<file path="src/rtl/sa_sched_pkg.sv">
// Shared constants for the conv-layer scheduler: FSM encodings, per-layer
// stream lengths / ofmap sizes and the write-address region select.
package sa_sched_pkg;

   localparam logic [2:0] S_IDLE   = 3'd0;
   localparam logic [2:0] S_LOAD_W = 3'd1;
   localparam logic [2:0] S_LOAD_D = 3'd2;
   localparam logic [2:0] S_KICK   = 3'd3;
   localparam logic [2:0] S_RUN    = 3'd4;
   localparam logic [2:0] S_DRAIN  = 3'd5;
   localparam logic [2:0] S_DONE   = 3'd6;

   localparam int W_LEN_DEF    = 1024;
   localparam int IDLE_GAP_DEF = 32;
   localparam int GAP_W_DEF    = 6;

   // addra[16] picks the destination memory
   localparam logic REGION_W = 1'b1;
   localparam logic REGION_D = 1'b0;

   function automatic logic [15:0] d_len(input logic [1:0] l);
      case (l)
         2'd0:    d_len = 16'd784;
         2'd1:    d_len = 16'd1176;
         default: d_len = 16'd400;
      endcase
   endfunction

   function automatic logic [4:0] ofmap_of(input logic [1:0] l);
      case (l)
         2'd0:    ofmap_of = 5'd24;
         2'd1:    ofmap_of = 5'd10;
         default: ofmap_of = 5'd1;
      endcase
   endfunction

endpackage

</file>
<file path="src/rtl/sa_sched_loader.sv">
// Load-stream front end: index counter, handshake and the registered
// shared write port into weight BRAM / ifmap SRAM.
module sa_sched_loader
   import sa_sched_pkg::*;
#(
   parameter int W_LEN = W_LEN_DEF
) (
   input  logic        clk,
   input  logic        rst_n,
   input  logic [2:0]  state,
   input  logic [1:0]  layer,
   input  logic        abort,
   input  logic        s_valid,
   input  logic [7:0]  s_data,
   output logic        s_ready,
   output logic        last,
   output logic        wea,
   output logic [16:0] addra,
   output logic [7:0]  dia
);

   logic [15:0] idx;
   logic        is_w, is_d, hs;

   assign is_w    = (state == S_LOAD_W);
   assign is_d    = (state == S_LOAD_D);
   assign s_ready = is_w | is_d;
   assign hs      = s_valid & s_ready;
   assign last    = hs & (is_w ? (idx == 16'(W_LEN - 1)) : (idx == d_len(layer) - 16'd1));

   always_ff @(posedge clk or negedge rst_n) begin
      if (!rst_n) begin
         idx   <= '0;
         wea   <= 1'b0;
         addra <= '0;
         dia   <= '0;
      end else begin
         // a handshake in the abort cycle still lands its write next cycle
         wea <= hs;
         if (hs) begin
            addra <= is_w ? {REGION_W, 6'b0, idx[9:0]} : {REGION_D, idx};
            dia   <= s_data;
         end
         if (abort || !s_ready)
            idx <= '0;
         else if (hs)
            idx <= last ? 16'd0 : idx + 16'd1;
      end
   end

endmodule

</file>
<file path="src/rtl/sa_layer_sched.sv">
// Layer scheduler: loads weights then ifmap per layer, kicks the array and
// waits for an IDLE_GAP quiet window. SA_SCHED_PERF_EN adds cycle counters.
module sa_layer_sched
   import sa_sched_pkg::*;
#(
   parameter int W_LEN    = W_LEN_DEF,
   parameter int IDLE_GAP = IDLE_GAP_DEF,
   parameter int GAP_W    = GAP_W_DEF
) (
   input  logic        clk,
   input  logic        rst_n,
   input  logic        go_i,
   input  logic [1:0]  num_layers_i,
   input  logic        abort_i,
   input  logic        s_valid_i,
   input  logic [7:0]  s_data_i,
   output logic        s_ready_o,
   output logic        sa_start_o,
   output logic [1:0]  sa_nth_conv_o,
   output logic [4:0]  sa_ofmap_size_o,
   output logic        sa_wea_o,
   output logic [16:0] sa_addra_o,
   output logic [7:0]  sa_dia_o,
   input  logic [15:0] accu_valid_i,
   output logic        busy_o,
   output logic        layer_done_o,
   output logic        done_o,
   output logic        err_o
`ifdef SA_SCHED_PERF_EN
   ,
   output logic [31:0] perf_load_cyc_o,
   output logic [31:0] perf_run_cyc_o
`endif
);

   logic [2:0]       state, state_nxt;
   logic [1:0]       layer, layer_nxt, num;
   logic [GAP_W-1:0] gap;
   logic             ld_last, any_v, gap_hit, go_ok;

   assign any_v   = |accu_valid_i;
   assign gap_hit = (state == S_DRAIN) && !any_v && (gap == GAP_W'(IDLE_GAP - 1));
   assign go_ok   = (state == S_IDLE) && go_i && (num_layers_i != 2'd0);
   assign busy_o  = (state != S_IDLE);
   assign done_o  = (state == S_DONE);

   sa_sched_loader #(.W_LEN(W_LEN)) u_loader (
      .clk     (clk),
      .rst_n   (rst_n),
      .state   (state),
      .layer   (layer),
      .abort   (abort_i),
      .s_valid (s_valid_i),
      .s_data  (s_data_i),
      .s_ready (s_ready_o),
      .last    (ld_last),
      .wea     (sa_wea_o),
      .addra   (sa_addra_o),
      .dia     (sa_dia_o)
   );

   always_comb begin
      state_nxt = state;
      layer_nxt = layer;
      case (state)
         S_IDLE:   if (go_ok) begin state_nxt = S_LOAD_W; layer_nxt = 2'd0; end
         S_LOAD_W: if (ld_last) state_nxt = S_LOAD_D;
         S_LOAD_D: if (ld_last) state_nxt = S_KICK;
         S_KICK:   state_nxt = S_RUN;
         S_RUN:    if (any_v) state_nxt = S_DRAIN;
         S_DRAIN:
            if (gap_hit) begin
               if (layer == num - 2'd1) state_nxt = S_DONE;
               else begin state_nxt = S_LOAD_W; layer_nxt = layer + 2'd1; end
            end
         default:  state_nxt = S_IDLE;
      endcase
      if (abort_i) begin
         state_nxt = S_IDLE;
         layer_nxt = 2'd0;
      end
   end

   always_ff @(posedge clk or negedge rst_n) begin
      if (!rst_n) begin
         state           <= S_IDLE;
         layer           <= '0;
         num             <= '0;
         gap             <= '0;
         sa_start_o      <= 1'b0;
         layer_done_o    <= 1'b0;
         err_o           <= 1'b0;
         sa_nth_conv_o   <= '0;
         sa_ofmap_size_o <= '0;
      end else begin
         state <= state_nxt;
         layer <= layer_nxt;
         if (go_ok && !abort_i) num <= num_layers_i;
         gap <= ((state == S_DRAIN) && !any_v && !gap_hit && !abort_i) ? gap + 1'b1 : '0;
         // start leaves KICK one cycle after the final data write lands
         sa_start_o   <= (state == S_KICK) && !abort_i;
         layer_done_o <= gap_hit && !abort_i;
         err_o        <= (state == S_IDLE) && go_i && (num_layers_i == 2'd0) && !abort_i;
         // driven from the next layer so the value is already valid on LOAD_W entry
         sa_nth_conv_o   <= (state_nxt == S_IDLE) ? 2'd0 : layer_nxt;
         sa_ofmap_size_o <= (state_nxt == S_IDLE) ? 5'd0 : ofmap_of(layer_nxt);
      end
   end

`ifdef SA_SCHED_PERF_EN
   always_ff @(posedge clk or negedge rst_n) begin
      if (!rst_n) begin
         perf_load_cyc_o <= '0;
         perf_run_cyc_o  <= '0;
      end else if (go_ok && !abort_i) begin
         perf_load_cyc_o <= '0;
         perf_run_cyc_o  <= '0;
      end else begin
         if ((state == S_LOAD_W || state == S_LOAD_D) && perf_load_cyc_o != '1)
            perf_load_cyc_o <= perf_load_cyc_o + 32'd1;
         if ((state == S_KICK || state == S_RUN || state == S_DRAIN) && perf_run_cyc_o != '1)
            perf_run_cyc_o <= perf_run_cyc_o + 32'd1;
      end
   end
`endif

endmodule

</file>
<file path="config.mk">
export PLATFORM = sky130hd
export DESIGN_NAME = sa_layer_sched
export DESIGN_NICKNAME = d
export VERILOG_FILES = /design/src/rtl/sa_sched_pkg.sv /design/src/rtl/sa_sched_loader.sv /design/src/rtl/sa_layer_sched.sv
export SDC_FILE = /design/constraint.sdc
export NUM_CORES = 1
export LEC_CHECK = 0
export ABC_AREA = 1
export BUFFER_PORTS_ARGS = -buffer_cell sky130_fd_sc_hd__buf_4
export CAP_MARGIN = 15
export CORE_UTILIZATION = 50
export DETAILED_ROUTE_END_ITERATION = 8
export MAX_ROUTING_LAYER = met4
export PLACE_DENSITY = 0.85
export SLEW_MARGIN = 20
export SYNTH_ARGS = -nofsm -noshare
export SYNTH_HDL_FRONTEND = slang
export SYNTH_HIERARCHICAL = 1
export SYNTH_SLANG_ARGS = --single-unit
</file>
<file path="constraint.sdc">
create_clock -name clk -period 4.17 [get_ports clk]
set_clock_uncertainty 0.15 [all_clocks]
set_input_delay 0.2085 -clock clk [delete_from_list [all_inputs] [get_ports clk]]
set_output_delay 0.2085 -clock clk [all_outputs]
set_load 0.01 [all_outputs]
</file>
==> impl_metrics.yaml <==
cts:
  cts_root_buf: "clkbuf_8"
  cts_buffers: 9
  clock_path_buffers: 2
  cts_tree: "done"
  postCtsSetupRepairBufs: 0
  clkSlewWorstSetupHoldPaths_ns: 0.07
  cts_max_level: 3
  clock_sinks: 64
  insertion_delay_ns: 0.35
yosys:
  ys.flop_type: "dfrtp_1"
  syn_inst: 428
  synth.yosys.warnings: 6
  seq_area_frac_synth_pct: 48.1
  synth_edf_count: 0
  ys_async_sr_fraction_pct: 100
  avgSynthCellArea_um2: 7.78
  synthDistinctLibCells: 32
  ys_ff_latch: 64
  synthesis.area_um2: 3330
  syn-num-nets: 461
cells_and_area:
  insertedDiodeCount: 0
  instances_no_fill: 595
  fin_area_um2: 4240
  fin_nets: 546
  drive_above_1_share_pct: 22.0
  area_delta_synth_final_pct: 27.3
setup_path:
  r2r_end: "sa_ofmap_size_o[4]"
  timing.critical_path.buf_inv: 1
  timing.critical_path.cells: "nand2_1 > nand2_2 > nand2_4 > nor2_4 > nand4_1 > inv_1 > o211ai_1 > a21oi_1 > a21oi_2 > nor2_4 > nor2_1"
  critPathArrivalTime_ns: 2.56
  reg2reg_slack_ns: 1.69
  crit_start: "state[0]"
  cpLargestDelayFamily: "simple AND/OR/NAND/NOR gates"
  cp-end-kind: "register"
  critPathKind: "reg2reg"
  setup.worst_path.start_class: "register"
  endpoint: "sa_ofmap_size_o[4]"
  critical-path-max-stage-delay_ns: 0.53
  reg2reg_depth: 11
  crit_slowest_cell: "dfrtp_1"
  path_max_fanout: 20
  cp.required_ns: 4.25
  critical_path.most_common_cell: "nor2_4"
  r2r_start: "state[0]"
  cp_num_cells: 11
sta:
  tightest_slew_ns: 0.783
  fin_setup_tns_ns: 0
  slew_headroom_pct: 47.8
  worst_slack_ns: 1.69
  hold_violations: 0
  fin_crit_sh_pct: 59.5
  setup_viol: 0
  slew_viol_final: 0
  rsz0062_at_grt: "false"
  fmax_mhz: 403
  min_period_ns: 2.48
worst_hold_path:
  worstHoldPathType: "in2reg"
placement:
  dp_hpwl_um: 5470
  placed_cell_area_um2: 3880
  post-place-cells: 565
  routabilityCongestion: 0.904
  io_buffers: 68
  place_ws_ns: 1.75
floorplan:
  ios: 70
  core_area_um2: 6390
  start_util_pct: 52.2
  die_w_um: 83.6
  rows: 29
  die_height_um: 83.6
  die_area_um2: 6990
route:
  drt_iter0_markers: 262
  route.detailed.drc: 0
  viasPerCell: 5.20
  vias: 3096
  wirelength_um: 7840
  drt.antenna.violating_nets: 0
  first_pass_iters: 6
  wl_per_cell_um: 13.2
power:
  total_power_w: 0.00144
  power_leakage_nw: 2.22
  peakVddDrop_uv: 277
  power_density_nw_per_um2: 340
global_routing:
  grt_pass1_wl_um: 13100
  gr-usage-all-layers_pct: 24.3
  first_global_vias: 2901
  grt_max_degree: 65
  antenna_found_initial: 0
  overflow: 0
status:
  status: "complete, no violations"
run:
  drv_cap: 0
==> where the power goes <==
group,internal (W),total [W],switching [W],leakage (nW)
Sequential,0.000650,0.000670,0.0000208,0.873
Combinational,0.0000828,0.000183,0.000100,1.23
Clock,0.000349,0.000587,0.000238,0.112
==> synth_stat cells, types with 2 or more instances <==
| master | number | area [µm²] |
|---|---|---|
| a21oi_1 | 6 | 30.0 |
| buf_2 | 3 | 15.0 |
| buf_4 | 4 | 30.0 |
| dfrtp_1 | 64 | 1600 |
| ha_1 | 2 | 25.0 |
| inv_1 | 52 | 195 |
| inv_2 | 3 | 11.3 |
| nand2_1 | 131 | 492 |
| nand2_2 | 6 | 37.5 |
| nand2_4 | 3 | 33.8 |
| nand3_1 | 30 | 150 |
| nand3_2 | 3 | 30.0 |
| nand4_1 | 10 | 62.6 |
| nor2_1 | 49 | 184 |
| nor2_2 | 2 | 12.5 |
| nor2_4 | 5 | 56.3 |
| nor3_1 | 9 | 45.0 |
| nor3_2 | 2 | 20.0 |
| o21ai_0 | 26 | 130 |
| or2_2 | 2 | 12.5 |
| xor2_1 | 5 | 43.8 |
==> placed cells by master, fill, tap and decap left out, types with 6 or more instances in the layout <==
cell type / netlist / final
nand2_1: 131 / 131
buf_4: 4 / 68
dfrtp_1: 64 / 64
inv_1: 52 / 52
nor2_1: 49 / 49
nand3_1: 30 / 30
o21ai_0: 26 / 26
dlygate4sd3_1: 0 / 14
clkbuf_8: 0 / 10
nand4_1: 10 / 10
nor3_1: 9 / 9
nand2_2: 6 / 6
a21oi_1: 6 / 6
==> cell families (layout without fill, tap and decap cells) <==
| logic type | count (synthesis) | count (layout) | share of synthesized area [%] |
|---|---|---|---|
| buffers and inverters | 63 | 153 | 7.89 |
| adders and majority gates | 2 | 2 | 0.751 |
| other | 1 | 1 | 0.113 |
| AOI/OAI and AO/OA | 35 | 35 | 5.44 |
| DFF | 64 | 64 | 48.1 |
| xor gates and xnor gates | 6 | 6 | 1.58 |
| and+or+nand+nor | 257 | 257 | 36.2 |
==> state kept, by name (all words and copies together) (netlist names) <==
name,cells
sa_nth_conv_o,2
state,3
gap,6
num,2
sa_start_o,1
u_loader/wea,1
u_loader/addra,17
err_o,1
layer_done_o,1
layer,2
sa_ofmap_size_o,4
u_loader/dia,8
u_loader/idx,16
==> metrics by stage <==
stage | hold slack [ns] | util, %
finish | 0.0429 | 66.4
global route | 0.0445 | 66.4
CTS | 0.0287 | 66.4
detailed placement | 0.193 | 60.8
global placement | 0.183 | 60.8
floorplan | -0.237 | -
==> layer usage <==
layer	routed length (µm)	vias to the layer above	track usage (%)
met5	0	-	-
met4	135	0	9.55
met2	3750	122	38.4
met3	559	15	5.74
met1	3390	1441	30.4
li1	-	1518	-
==> layout make-up <==
| type | instances | area (µm²) |
|---|---|---|
| Inverter | 55 | 206 |
| Fill cell | 509 | 2140 |
| Sequential cell | 64 | 1600 |
| Multi-Input combinational cell | 301 | 1470 |
| Clock buffer | 10 | 138 |
| Tap cell | 77 | 96.3 |
| Clock inverter | 6 | 82.6 |
| Timing Repair Buffer | 82 | 651 |
==> worst min-delay path, cell delays in order <==
cell	delay (ns)
buf_4	0.14
nand4_1	0.09
nand2_1	0.05
==> what timing repair did <==
item / 4_1_cts / 5_1_grt
hold buffers: 14 / 0
gates resized for setup: 0 / 0
hold endpoints to repair: 76 / 0
endpoints found under the setup margin: 0 / 0
==> worst min-delay path by stage <==
stage,cells after the start,from,end,slack [ns]
final,3,s_valid_i,u_loader/idx[12],0.04
after detailed placement,1,rst_n,u_loader/addra[2],0.19
after floorplan,0,rst_n,err_o,-0.24
after CTS,3,s_valid_i,u_loader/idx[12],0.03
after global placement,1,rst_n,u_loader/addra[2],0.18
after global routing,3,s_valid_i,u_loader/idx[14],0.04
No activity file was read; power rests on OpenSTA's default activity.
